File: src/rtl/seq_divider_pkg.sv
// Shared definitions for the sequential restoring divider.
//   state_t        : controller states (IDLE, BUSY, DONE)
//   LEGAL_W        : widths accepted for the DW and WW parameters
//   is_legal_width : elaboration-time check of a width against LEGAL_W
package seq_divider_pkg;

  typedef enum logic [1:0] {
    IDLE = 2'd0,
    BUSY = 2'd1,
    DONE = 2'd2
  } state_t;

  localparam int unsigned NUM_LEGAL_W = 5;
  localparam int unsigned LEGAL_W [NUM_LEGAL_W] = '{2, 4, 8, 16, 32};

  function automatic bit is_legal_width(input int unsigned w);
    bit ok;
    ok = 1'b0;
    for (int unsigned i = 0; i < NUM_LEGAL_W; i++) begin
      if (LEGAL_W[i] == w) ok = 1'b1;
    end
    return ok;
  endfunction

endpackage

File: src/rtl/seq_divider_div_step.sv
// One restoring-division iteration (purely combinational).
//   rem_in  : (WW+1)-bit partial remainder before this step
//   bit_in  : next dividend bit, shifted in at the LSB
//   divisor : WW-bit divisor
//   rem_out : (WW+1)-bit partial remainder after this step
//   q_bit   : quotient bit produced by this step
module div_step #(
  parameter int unsigned WW = 8
) (
  input  logic [WW:0]   rem_in,
  input  logic          bit_in,
  input  logic [WW-1:0] divisor,
  output logic [WW:0]   rem_out,
  output logic          q_bit
);

  logic [WW+1:0] shifted;
  logic [WW:0]   diff;

  // The remainder is always below the divisor, so after the shift it stays
  // below 2*divisor and the difference, when kept, fits in WW+1 bits.
  always_comb begin
    shifted = {rem_in, bit_in};
    q_bit   = (shifted >= {2'b00, divisor});
    diff    = shifted[WW:0] - {1'b0, divisor};
    rem_out = q_bit ? diff : shifted[WW:0];
  end

endmodule

File: src/rtl/seq_divider.sv
// Sequential unsigned restoring divider, one quotient bit per cycle.
//   clk, rst             : clock, synchronous active-high reset
//   in_valid / in_ready  : operand handshake (A dividend, B divisor)
//   out_valid / out_ready: result handshake (Q quotient, R remainder, dz)
// B=0 skips the iterations and returns Q=all ones, R=0, dz=1.
module seq_divider
  import seq_divider_pkg::*;
#(
  parameter int unsigned DW = 8,
  parameter int unsigned WW = 8
) (
  input  logic          clk,
  input  logic          rst,
  input  logic          in_valid,
  output logic          in_ready,
  input  logic [DW-1:0] A,
  input  logic [WW-1:0] B,
  output logic          out_valid,
  input  logic          out_ready,
  output logic [DW-1:0] Q,
  output logic [WW-1:0] R,
  output logic          dz
);

  localparam int unsigned CW = $clog2(DW + 1);

  if (!is_legal_width(DW) || !is_legal_width(WW)) begin : g_bad_width
    $error("seq_divider: illegal width DW=%0d WW=%0d", DW, WW);
  end

  state_t        state_q, state_d;
  logic [DW-1:0] a_q;       // dividend bits shift out at the top, quotient bits in at the bottom
  logic [WW-1:0] b_q;
  logic [WW:0]   rem_q, rem_next;
  logic [CW-1:0] cnt_q;
  logic          q_bit;
  logic          accept, step, last_step, b_zero;

  div_step #(.WW(WW)) u_step (
    .rem_in  (rem_q),
    .bit_in  (a_q[DW-1]),
    .divisor (b_q),
    .rem_out (rem_next),
    .q_bit   (q_bit)
  );

  // State register
  always_ff @(posedge clk) begin
    if (rst) state_q <= IDLE;
    else     state_q <= state_d;
  end

  // Next-state and datapath control
  always_comb begin
    state_d   = state_q;
    accept    = 1'b0;
    step      = 1'b0;
    last_step = 1'b0;
    b_zero    = (B == '0);
    case (state_q)
      IDLE: begin
        if (in_valid) begin
          accept  = 1'b1;
          state_d = b_zero ? DONE : BUSY;
        end
      end
      BUSY: begin
        step = 1'b1;
        if (cnt_q == CW'(DW - 1)) begin
          last_step = 1'b1;
          state_d   = DONE;
        end
      end
      DONE: begin
        if (out_ready) state_d = IDLE;
      end
      default: state_d = IDLE;
    endcase
  end

  // Datapath and registered handshake outputs
  always_ff @(posedge clk) begin
    if (rst) begin
      a_q       <= '0;
      b_q       <= '0;
      rem_q     <= '0;
      cnt_q     <= '0;
      Q         <= '0;
      R         <= '0;
      dz        <= 1'b0;
      in_ready  <= 1'b1;
      out_valid <= 1'b0;
    end else begin
      in_ready  <= (state_d == IDLE);
      out_valid <= (state_d == DONE);
      if (accept) begin
        a_q   <= A;
        b_q   <= B;
        rem_q <= '0;
        cnt_q <= '0;
        if (b_zero) begin
          Q  <= '1;
          R  <= '0;
          dz <= 1'b1;
        end
      end
      if (step) begin
        a_q   <= {a_q[DW-2:0], q_bit};
        rem_q <= rem_next;
        cnt_q <= cnt_q + CW'(1);
        if (last_step) begin
          Q  <= {a_q[DW-2:0], q_bit};
          R  <= rem_next[WW-1:0];
          dz <= 1'b0;
        end
      end
    end
  end

endmodule

File: config.mk
export PLATFORM = sky130hd
export DESIGN_NAME = seq_divider
export DESIGN_NICKNAME = d
export VERILOG_FILES = /design/src/rtl/seq_divider_pkg.sv /design/src/rtl/seq_divider_div_step.sv /design/src/rtl/seq_divider.sv
export SDC_FILE = /design/constraint.sdc
export NUM_CORES = 1
export LEC_CHECK = 0
export BUFFER_PORTS_ARGS = -buffer_cell sky130_fd_sc_hd__buf_4
export CAP_MARGIN = 20
export CORE_UTILIZATION = 55
export DETAILED_ROUTE_END_ITERATION = 12
export GPL_TIMING_DRIVEN = 0
export PLACE_DENSITY = 0.85
export RECOVER_POWER = 50
export SYNTH_ARGS = -nofsm -noshare
export SYNTH_HDL_FRONTEND = slang
export SYNTH_SLANG_ARGS = --single-unit
File: constraint.sdc
create_clock -name clk -period 3.75 [get_ports clk]
set_input_delay 1.125 -clock clk [delete_from_list [all_inputs] [get_ports clk]]
set_output_delay 1.125 -clock clk [all_outputs]
set_load 0.02 [all_outputs]
Yosys cells after proc, flatten, opt, wreduce, memory -nomap -nowiden
Cells that the tools add are included.
{ "word_totals": {"out_inout_bits": 19, "elab_cells": 50, "in_bits": 20, "reg_bits": 50} }
{ "op_classes": {"n_eq_ne": 4, "order_cmp": 1, "add_sub_neg": 2, "reduce_logical": 4, "mux": 29} }
{ "ops": {"columns": ["operator", "count"], "rows": [
  ["2-to-1 mux 8 bit", 10],
  ["2-to-1 mux 9 bit", 3],
  ["greater-or-equal comparator 10 x 8 -> 1 bit", 1],
  ["2-to-1 mux 1 bit", 9],
  ["subtractor 9 x 8 -> 9 bit", 1],
  ["zero test 8 bit", 1],
  ["2-to-1 mux 2 bit", 4],
  ["2-to-1 mux 4 bit", 2],
  ["case mux 2 bit (3 select lines)", 1],
  ["adder 4 x 1 -> 4 bit (second input constant)", 1],
  ["equality test 2 bit (second input constant)", 2],
  ["equality test 4 x 3 -> 1 bit (second input constant)", 1],
  ["zero test 2 bit", 2],
  ["equality test 2 x 1 -> 1 bit (second input constant)", 1],
  ["nonzero test 2 bit", 1]
]} }

Logic depth before layout (Yosys ltp)
Gate-level depths: netlist (run 1).
{ "logic_depth": {"ltp_word": 5, "ltp_mapped": 10, "mapped_depth_nobuf": 9} }

By module
Synthesis (run 1) repeated with hierarchy kept, for this count alone.
{ "unflattened": {"hier_cells": 297, "area_unflattened_um2": 2491.1} }
{ "modules_own_cells": {"columns": ["mod", "area_each_um2", "instances", "seq_area_each_um2", "cells_each"], "rows": [
  ["seq_divider", 1968.1, 1, 1001.0, 222],
  ["div_step", 523.0, 1, 0.0, 75]
]} }

Worst setup path after synthesis (run 1)
Ideal clock, no wire load.
{ "synth_timing": {"path_kind": "input-to-reg", "start": "in B[0]", "end": "reg Q[0]", "path_buffers": 1, "arrival_time_ns": 2.368, "setup_slack_ns": 1.296, "stages": 6, "setup_time_ns": 0.086, "required_time_ns": 3.664, "path_cell_list": "or4_1 nor3_4 or2_1 buf_6 nor2_1 a211oi_1"} }
{ "synth_via": {"elab_chain_cells": 5} }
{ "synth_rtl": {"columns": ["item", "line_no", "rtl"], "rows": [
  ["start, declared", "seq_divider.sv:17", "input logic [WW-1:0] B,"],
  ["zero test 8 bit (*)", "seq_divider.sv:59", "b_zero = (B == '0);"],
  ["2-to-1 mux 8 bit (*)", "seq_divider.sv:101", "if (b_zero) begin"],
  ["2-to-1 mux 8 bit (*)", "seq_divider.sv:96", "if (accept) begin"],
  ["2-to-1 mux 8 bit", "seq_divider.sv:111", "if (last_step) begin"],
  ["2-to-1 mux 8 bit (*)", "seq_divider.sv:107", "if (step) begin"],
  ["end signal, assigned", "seq_divider.sv:112", "Q <= {a_q[DW-2:0], q_bit};"],
  ["end, declared", "seq_divider.sv:20", "output logic [DW-1:0] Q,"]
]} }
Mark *: on every way between the ends. The rest lies on a longest branch, timed or not.
A chain may end at the register's enable or synchronous reset.

Worst setup path after layout (run 1)
{ "layout_timing": {"start": "reg a_q[7]", "end": "reg rem_q[1]"} }
{ "layout_via": {"elab_chain_cells": 3} }
{ "layout_rtl": {"columns": ["item", "line_no", "rtl"], "rows": [
  ["start, declared", "seq_divider.sv:32", "logic [DW-1:0] a_q;"],
  ["start signal, assigned", "seq_divider.sv:108", "a_q <= {a_q[DW-2:0], q_bit};"],
  ["subtractor 9 x 8 -> 9 bit / greater-or-equal comparator 10 x 8 -> 1 bit (equally long branches)", "seq_divider_div_step.sv:25, seq_divider_div_step.sv:24", null],
  ["2-to-1 mux 9 bit (*)", "seq_divider_div_step.sv:26", "rem_out = q_bit ? diff : shifted[WW:0];"],
  ["2-to-1 mux 9 bit (*)", "seq_divider.sv:107", null],
  ["end signal, assigned", "seq_divider.sv:109", "rem_q <= rem_next;"],
  ["end, declared", "seq_divider.sv:34", "logic [WW:0] rem_q, rem_next;"]
]} }
Marked as above.

==> impl_metrics.ini, run 1 <==
[run_status]
run_status = finished, final reports clean

[die]
io_pins = 39
num_rows = 23
die_w_um = 68.5
initial_core_util_pct = 59.1
fp.dieArea_sq_um = 4690
die_h_um = 68.5
core-area_sq_um = 4120

[sta]
fin_crit_ns = 2.57
rsz0062_at_grt = false
worst_slack_ns = 1.18
slew_headroom_pct = 31.8
period_share_pct = 68.4
finClkSkew_ns = 0.00521
tns_ns = 0
tightest_slew_ns = 1.02
slew_viol_final = 0
setup_viol = 0
hold_violations = 0
fmax_mhz = 390

[final_layout]
antenna_cells = 0
fill_cells = 356
area_growth_syn_to_layout_pct = 15.0
drive_above_1_share_pct = 10.1
fin_nets = 365
fin_cells = 386

[global_routing]
grtUsageMet2_pct = 39.0
top_usage_layer = met2
grt_overflow = 0
use_met3_pct = 4.61
first_global_vias = 1820
grt_max_degree = 16
met1_usage_pct = 34.2
grtUsageTotal_pct = 25.1
antenna_found_initial = 0
grt_pass1_wl_um = 8560

[worst_setup_path]
r2r_start = a_q[7]
cp_cell_sequence = inv_1, ha_1, inv_1, fa_1, nand3_1, a31oi_1, nor4_4, mux2i_1, o21ai_0
reg2reg_depth = 9
crit_slowest_cell = nor4_4
start_kind = flip-flop
arrival_ns = 2.76
cpPeakStageDelay_ns = 0.60
required_ns = 3.94
cp_max_fo = 9
cp_top_family = simple AND/OR/NAND/NOR gates
critPathKind = flip-flop to flip-flop
r2r-end = rem_q[1]
cp_common_cell = inv_1
end_kind = flip-flop
r2r_slack_ns = 1.18
crit_buf_inv = 2

[logic_synthesis]
synth_top_area_share_pct = 41.1
avgSynthCellArea_sq_um = 8.36
ys_warn_count = 0
synthTopCellsByArea = dfxtp_1, nor2_1, a211oi_1
synth_ff_type = dfxtp_1
syn_inst = 291
synth_seq_cells = 50
ys_async_sr_fraction_pct = 0
synth.distinct_cells = 49
syn_area_sq_um = 2430
synth_top_area_cell = dfxtp_1
ys_seq_area_share_pct = 41.1
synth_nets = 321
synth_edf_count = 0

[clocking]
cts_hold_buf = 0
cts_sinks = 50
cts_root_buf = clkbuf_8
clock_latency_ns = 0.31
post_cts_buffers = 0
clockBufferDepth = 2
clkSlewWorstSetupHoldPaths_ns = 0.09
numCtsBuffers = 5
ctsHtreeMaxLevel = 2
ctsResizeCount = 0
cts_tree = built

[placement]
dp_cells = 378
place_congestion = 0.903
dp_hpwl_um = 4220
place_ws_ns = 1.04
io_buffers = 37

[power]
p_per_area_nw_per_um2 = 480
p_sw_share_pct = 31.8
power.share.clock_pct = 27.9
power.internal_uw = 915
pwr-share-comb_pct = 28.8
switching_power_uw = 427
power_frac_seq_pct = 43.2
vdd_drop_max_mv = 0.280
leakage_nw = 1.07

[drt]
wl_per_cell_um = 14.4
vias_per_cell = 5.65
drt-total-wl_um = 5540
drc = 0
vias = 2180
ant_nets = 0
drt_pass1_iterations = 4
drt_iter0_markers = 120

[worst_hold_path]
hold_path_class = flip-flop to flip-flop
hold_end = R[4]
worstHoldStart = R[4]
whs_path_depth = 2

[flow_run]
cap_violations = 0
[worst reg2reg max path, stage by stage, from the launching register on]
cell,delay (ns)
dfxtp_1,0.31
inv_1,0.11
ha_1,0.18
inv_1,0.06
fa_1,0.40
nand3_1,0.17
a31oi_1,0.14
nor4_4,0.60
mux2i_1,0.37
o21ai_0,0.11
[synthesized netlist by cell type (3+ instances only)]
library cell	instances
nor2_1	37
o31ai_1	4
o21ai_0	13
nand3_1	4
nand4_1	3
inv_1	18
o21a_1	4
a211oi_1	17
nand2_1	30
clkbuf_1	9
a21oi_1	25
mux2i_1	6
dfxtp_1	50
nor2b_1	5
xor2_1	3
nor3_1	5
nand2b_1	4
ha_1	9
a32oi_1	6
[routing by layer]
layer  part of all wire [%]  vias up  wire, um
li1                       -     1117         -
met1                     48     1009      2680
met2                     46       44      2570
met3                    3.4       10       186
met4                    1.9        0       106
met5                      0        -         0
[logic make-up after synthesis]
| family | Yosys count | synth area share [%] |
|---|---|---|
| flip-flops | 50 | 41.1 |
| XOR/XNOR | 4 | 1.44 |
| multiplexers | 6 | 2.47 |
| AND/OR/NAND/NOR | 102 | 20.7 |
| buffers and inverters | 35 | 6.17 |
| AO/OA/AOI/OAI | 84 | 22.7 |
| adder cells (fa/ha/maj) | 10 | 5.45 |
[metrics by stage]
step / hold WS (ns) / power [mW] / util [%] / area [sq um]
final: 0.450 / 1.34 / 68.0 / 2800
after global routing: 0.473 / 1.40 / 68.0 / 2800
after CTS: 0.454 / 1.34 / 70.1 / 2880
after detailed placement: 0.442 / 0.973 / 67.4 / 2770
after global placement: 0.440 / 0.967 / 67.4 / 2770
after floorplan: 0.436 / 0.881 / - / 2430
[cells in the final DEF (no fill, tap or decap), types with 2 or more instances in the layout]
cell,n
ha_1,9
nor3b_1,2
nand3b_1,2
buf_2,2
a22oi_1,2
nor3_1,6
o21a_1,4
a211oi_1,17
a32oi_1,6
nand3_1,4
mux2i_1,6
clkbuf_8,5
nor2b_1,5
nor2_1,37
o31ai_1,4
o21ai_0,13
xor2_1,3
dfxtp_1,50
nand4_1,3
o21bai_1,2
a21oi_1,25
buf_4,18
nand2_1,30
clkbuf_1,30
nand2b_1,4
a22o_1,2
buf_1,2
inv_1,18
or4_1,2
[registers in the layout, summed over array words and instances, names as in the netlist]
signal / cells
a_q: 8
dz: 1
R: 8
b_q: 8
rem_q: 9
cnt_q: 4
state_q: 2
Q: 8
out_valid: 1
in_ready: 1
[power groups by stage]
| stage | Combinational, mW | Sequential (mW) | Clock [mW] |
|---|---|---|---|
| detailed placement | 0.381 | 0.592 | 0 |
| global placement | 0.376 | 0.591 | 0 |
| finish | 0.387 | 0.580 | 0.375 |
| global route | 0.423 | 0.584 | 0.396 |
| CTS | 0.384 | 0.580 | 0.375 |
| floorplan | 0.292 | 0.588 | 0 |
[worst max path at each step]
stage / endpoint / cells past startpoint / slack, ns / start
floorplan: Q[0] / 6 / 1.30 / B[0]
global placement: R[7] / 6 / 1.07 / B[0]
detailed placement: Q[0] / 7 / 1.04 / B[0]
CTS: R[7] / 10 / 1.20 / a_q[7]
global route: R[7] / 10 / 1.0 / a_q[7]
finish: rem_q[1] / 9 / 1.18 / a_q[7]
[area by class of cell]
cell class                 instances  area [sq um]  area share, %
multi-input combinational        206          1270           45.4
clock inverter                     2          37.5           1.34
clock buffer                       6          72.6           2.59
inverter                          18          67.6           2.42
buffer                            17          82.6           2.95
timing repair buffer              37           203           7.25
tap                               50          62.6           2.24
sequential                        50          1000           35.8
(Power assumes the default switching activity.)
==> run 2, diff against run 1 <==
ABC_AREA = 1   (was unset)
clock period = 2.7 ns   (was 3.75 ns; I/O delays follow)
==> impl_metrics.ini, run 2 <==
[die]
num_rows = 24
die_w_um = 69.8
die_h_um = 69.8
io_pins = 39
initial_core_util_pct = 57.6
fp.dieArea_sq_um = 4870
core-area_sq_um = 4380

[final_layout]
antenna_cells = 0
drive_above_1_share_pct = 10.5
layout_commonest_cell = nand2_1
final_cell_mix = nand2_1, inv_1, dfxtp_1
fill_cells = 403
regMostFlops = rem_q
largest_reg_flops = 9
multi_input_area_sq_um = 1240
postLayoutCoreUtil_pct = 66.4
regArea_sq_um = 1000
area_growth_syn_to_layout_pct = 15.2
fin_nets = 430

[power]
power.internal_mw = 1.49
power.share.clock_pct = 21.6
vdd_drop_max_mv = 0.429
power.total_mw = 2.50
switching_power_mw = 1.01
p_per_area_nw_per_um2 = 858
pwr-share-comb_pct = 44.4
p_sw_share_pct = 40.3
power_frac_seq_pct = 34.0
leakage_nw = 1.30

[clocking]
clockBufferDepth = 2
cts_sinks = 50
post_cts_buffers = 0
numCtsBuffers = 5
cts_hold_buf = 0
cts_root_buf = clkbuf_8
ctsResizeCount = 0
clock_latency_ns = 0.30
cts_tree = built
clkSlewWorstSetupHoldPaths_ns = 0.09
ctsHtreeMaxLevel = 2

[logic_synthesis]
synthTopCellsByArea = dfxtp_1, nand2_1, inv_1
synth.most_common_cell = nand2_1
synth_nets = 385
syn_area_sq_um = 2530
ys_seq_area_share_pct = 39.6
synthMuxAreaShare_pct = 0
synth_top_family_by_area = simple AND/OR/NAND/NOR gates
synth_top_area_cell = dfxtp_1
syn_inst = 355
synth_ff_type = dfxtp_1
synth_edf_count = 0
synth_compound_area_share_pct = 15.8
synthTopCellsByCount = nand2_1, inv_1, dfxtp_1
synth_adder_area_share_pct = 5.25
synth_top_area_share_pct = 39.6
avgSynthCellArea_sq_um = 7.12
synth.distinct_cells = 29
synth_xor_area_share_pct = 1.04
ys_warn_count = 0
yosys.area_share.simple_pct = 27.3
synth_seq_cells = 50
ys_async_sr_fraction_pct = 0

[worst_hold_path]
whs_path_depth = 2
worstHoldStart = cnt_q[3]
hold_end = cnt_q[3]
hold_path_class = flip-flop to flip-flop

[worst_setup_path]
arrival_ns = 2.43
required_ns = 2.92
end_kind = flip-flop
cp_max_fo = 10
r2r-end = rem_q[5]
r2r_slack_ns = 0.50
start_kind = flip-flop
critPathKind = flip-flop to flip-flop
r2r_start = a_q[7]
reg2reg_depth = 12

[placement]
io_buffers = 38
dp_hpwl_um = 4660
place_congestion = 0.859

[sta]
slew_headroom_pct = 64.0
setup_viol = 0
period_share_pct = 81.5
fin_crit_ns = 2.20
slew_viol_final = 0
fmax_mhz = 454
rsz0062_at_grt = false
tightest_slew_ns = 0.539
tns_ns = 0
hold_violations = 0
hold_ws_ns = 0.472
finClkSkew_ns = 0.00676

[flow_run]
cap_violations = 0

[drt]
drt_iter0_markers = 246
ant_nets = 0
wl_per_cell_um = 13.8
drt-total-wl_um = 6240
vias = 2501
drc = 0
drt_pass1_iterations = 5
vias_per_cell = 5.53

[global_routing]
grt_pass1_wl_um = 10300
grt_overflow = 0
grt_max_degree = 15
first_global_vias = 2370
antenna_found_initial = 0
grtUsageTotal_pct = 26.2

[run_status]
run_status = finished, final reports clean
## run 2: cell types whose count changed after synthesis, sizes merged, moves of 5 or more
| cell | before | now |
|---|---|---|
| a21oi | 26 | 37 |
| a221oi | 0 | 6 |
| nand2 | 30 | 86 |
| inv | 18 | 58 |
| nor3 | 6 | 1 |
| nand4 | 3 | 10 |
| a211oi | 17 | 0 |
| a32oi | 6 | 0 |
| nor2 | 37 | 22 |
| nor2b | 5 | 0 |
| nand3 | 4 | 32 |
| mux2i | 6 | 0 |
## run 2: worst max-delay path, stage by stage (launching register included)
cell,delay [ns]
dfxtp_1,0.32
inv_1,0.07
ha_1,0.14
inv_1,0.07
fa_1,0.43
nand3_1,0.11
nand3_1,0.12
nand2_2,0.19
nand3_2,0.14
buf_6,0.18
nand3_1,0.10
nand3_1,0.08
a21oi_1,0.17
## run 2: cell type report
class / count / share of cell area [%]
tap: 52 / 2.24
buffer: 13 / 2.06
inverter: 58 / 7.48
sequential: 50 / 34.4
clock buffer: 6 / 2.84
multi-input combinational: 234 / 42.6
clock inverter: 1 / 1.03
timing repair buffer: 38 / 7.35
## run 2: kinds of logic (layout without fill, tap and decap cells)
family          count (synthesis)  in the layout
xor+xnor                        3              3
compound gates                 68             68
buf+inv                        71            116
flops                          50             50
fa+ha+maj                      10             10
simple gates                  153            153
## run 2: stage by stage
stage / cells / setup WS [ns] / cell area (sq um)
2_1_floorplan: 355 / 0.825 / 2530
3_3_place_gp: 445 / 0.465 / 2880
3_5_place_dp: 445 / 0.415 / 2880
4_1_cts: 452 / 0.523 / 2990
5_1_grt: 452 / 0.326 / 2910
6_report: 452 / 0.498 / 2910
## run 2: power groups by stage
stage / sequential [mW] / combinational, mW / clock (mW)
5_1_grt: 0.855 / 1.24 / 0.571
3_3_place_gp: 0.861 / 1.07 / 0
6_report: 0.849 / 1.11 / 0.539
3_5_place_dp: 0.864 / 1.09 / 0
2_1_floorplan: 0.853 / 0.856 / 0
4_1_cts: 0.848 / 1.10 / 0.538
## run 2: worst max path at each step
stage	start	endpoint	slack (ns)	cells past startpoint
after floorplan	a_q[7]	rem_q[4]	0.83	13
after global placement	B[6]	Q[7]	0.47	7
after detailed placement	B[6]	Q[6]	0.42	7
after CTS	a_q[7]	rem_q[5]	0.52	12
after global routing	a_q[7]	rem_q[6]	0.33	12
final	a_q[7]	rem_q[5]	0.50	12
## run 2: layer usage
metal	share of wire, %	global-route usage, %
met1	44	35.1
met2	48	42.5
met3	6.2	5.09
met4	1.7	8.00
met5	0	0
==> run 3, diff against run 2 <==
ABC_AREA = 0   (was 1)
CORE_UTILIZATION = 50   (was 55)
PLACE_DENSITY = 0.82   (was 0.85)
clock period = 1.9 ns   (was 2.7 ns; I/O delays follow)
==> impl_metrics.ini, run 3 (same netlist as run 1, synthesis figures left out) <==
[final_layout]
regMostFlops = rem_q
antenna_cells = 0
largest_reg_flops = 9
layout_commonest_cell = dfxtp_1
postLayoutCoreUtil_pct = 69.4
fin_cells = 400
area_growth_syn_to_layout_pct = 33.8
regArea_sq_um = 1010
multi_input_area_sq_um = 1600
drive_above_1_share_pct = 26.6
fill_cells = 375
final_cell_mix = dfxtp_1, nor2_1, buf_4
fin_nets = 375
design_area_sq_um = 3260

[sta]
hold_violations = 0
setup_viol = 18
tightest_slew_ns = 0.624
hold_ws_ns = 0.457
slew_headroom_pct = 58.1
period_share_pct = 108
fmax_mhz = 488
tns_ns = -2.06
fin_crit_ns = 2.05
rsz0062_at_grt = true
slew_viol_final = 0
worst_slack_ns = -0.150
finClkSkew_ns = 0.00895

[worst_hold_path]
hold_end = R[3]
worstHoldStart = R[3]
hold_path_class = flip-flop to flip-flop
whs_path_depth = 2

[die]
io_pins = 39
core-area_sq_um = 4690
die_w_um = 71.8
die_h_um = 71.8
num_rows = 25
initial_core_util_pct = 51.9
fp.dieArea_sq_um = 5150

[worst_setup_path]
r2r-end = rem_q[4]
required_ns = 2.10
r2r_slack_ns = -0.15
arrival_ns = 2.25
critPathKind = flip-flop to flip-flop
cp_max_fo = 8
start_kind = flip-flop
reg2reg_depth = 10
r2r_start = a_q[7]
end_kind = flip-flop

[clocking]
cts_tree = built
clockBufferDepth = 2
numCtsBuffers = 5
clkSlewWorstSetupHoldPaths_ns = 0.10
ctsHtreeMaxLevel = 2
clock_latency_ns = 0.32
cts_sinks = 50
cts_root_buf = clkbuf_8

[power]
leakage_nw = 1.22
vdd_drop_max_mv = 0.662
p_per_area_nw_per_um2 = 1000
power.total_mw = 3.27

[placement]
place_area_sq_um = 2830
place_ws_ns = -0.508
dp_hpwl_um = 4320
place_congestion = 0.879
dp_cells = 382
io_buffers = 37

[global_routing]
antenna_found_initial = 0
grt_overflow = 0
first_global_vias = 2120
grtUsageTotal_pct = 25.5
grt_pass1_wl_um = 10100
grt_max_degree = 16

[drt]
ant_nets = 0
drt_iter0_markers = 162
vias_per_cell = 5.88
drt_pass1_iterations = 5
wl_per_cell_um = 16.6
drt-total-wl_um = 6630
vias = 2350
drc = 0

[run_status]
run_status = complete, but fails checks
failed_checks = setup timing

[flow_run]
cap_violations = 0
-- run 3: changes by cell type in the layout (fill, tap and decap cells not counted), moves of 6 or more --
cell	change
a211oi_1	+15
a21oi_1	-11
a221oi_1	-6
buf_4	+13
ha_1	-7
ha_4	+7
inv_1	-42
nand2_1	-53
nand3_1	-28
nand4_1	-7
nor2_1	+17
o21ai_0	-15
o21ai_1	+9
-- run 3: worst max-delay path, stage by stage, from the launching register on --
cell	delay, ns
dfxtp_1	0.32
inv_2	0.08
ha_4	0.13
inv_2	0.03
fa_2	0.37
nand3_4	0.11
a31oi_4	0.10
nor4_4	0.21
buf_12	0.20
mux2i_4	0.26
o21ai_1	0.10
-- run 3: cell type report --
cell class                 instances  area share [%]
tap                               54            2.07
buffer                            16            2.80
timing repair buffer              48            9.53
inverter                          18            2.07
sequential                        50            30.9
clock buffer                       5            2.11
clock inverter                     3            1.23
multi-input combinational        206            49.3
-- run 3: worst max path at each step --
stage,depth (start not counted),endpoint,start
after detailed placement,8,R[7],b_q[4]
after global placement,8,R[7],b_q[4]
after global routing,10,rem_q[4],a_q[7]
after floorplan,10,R[7],a_q[7]
after CTS,10,R[2],a_q[7]
final,10,rem_q[4],a_q[7]
-- run 3: per-layer routing --
layer	up-vias	track usage (%)	part of all wire, %
met2	73	41.6	50
met3	12	6.05	4.9
met5	-	0	0
li1	1137	-	-
met1	1128	32.5	43
met4	0	10.0	2.0
-- run 3: timing repair --
action / CTS / global route
hold buffers: 0 / 0
buffers inserted: 5 / 6
gates cloned: 0 / 0
pin swaps: 4 / 12
resized for setup: 36 / 19
endpoints found under the setup margin: 20 / 22
-- run 3: power by group --
group | internal, mW | switching [mW]
registers | 1.11 | 0.0565
clock network | 0.388 | 0.368
logic | 0.663 | 0.689
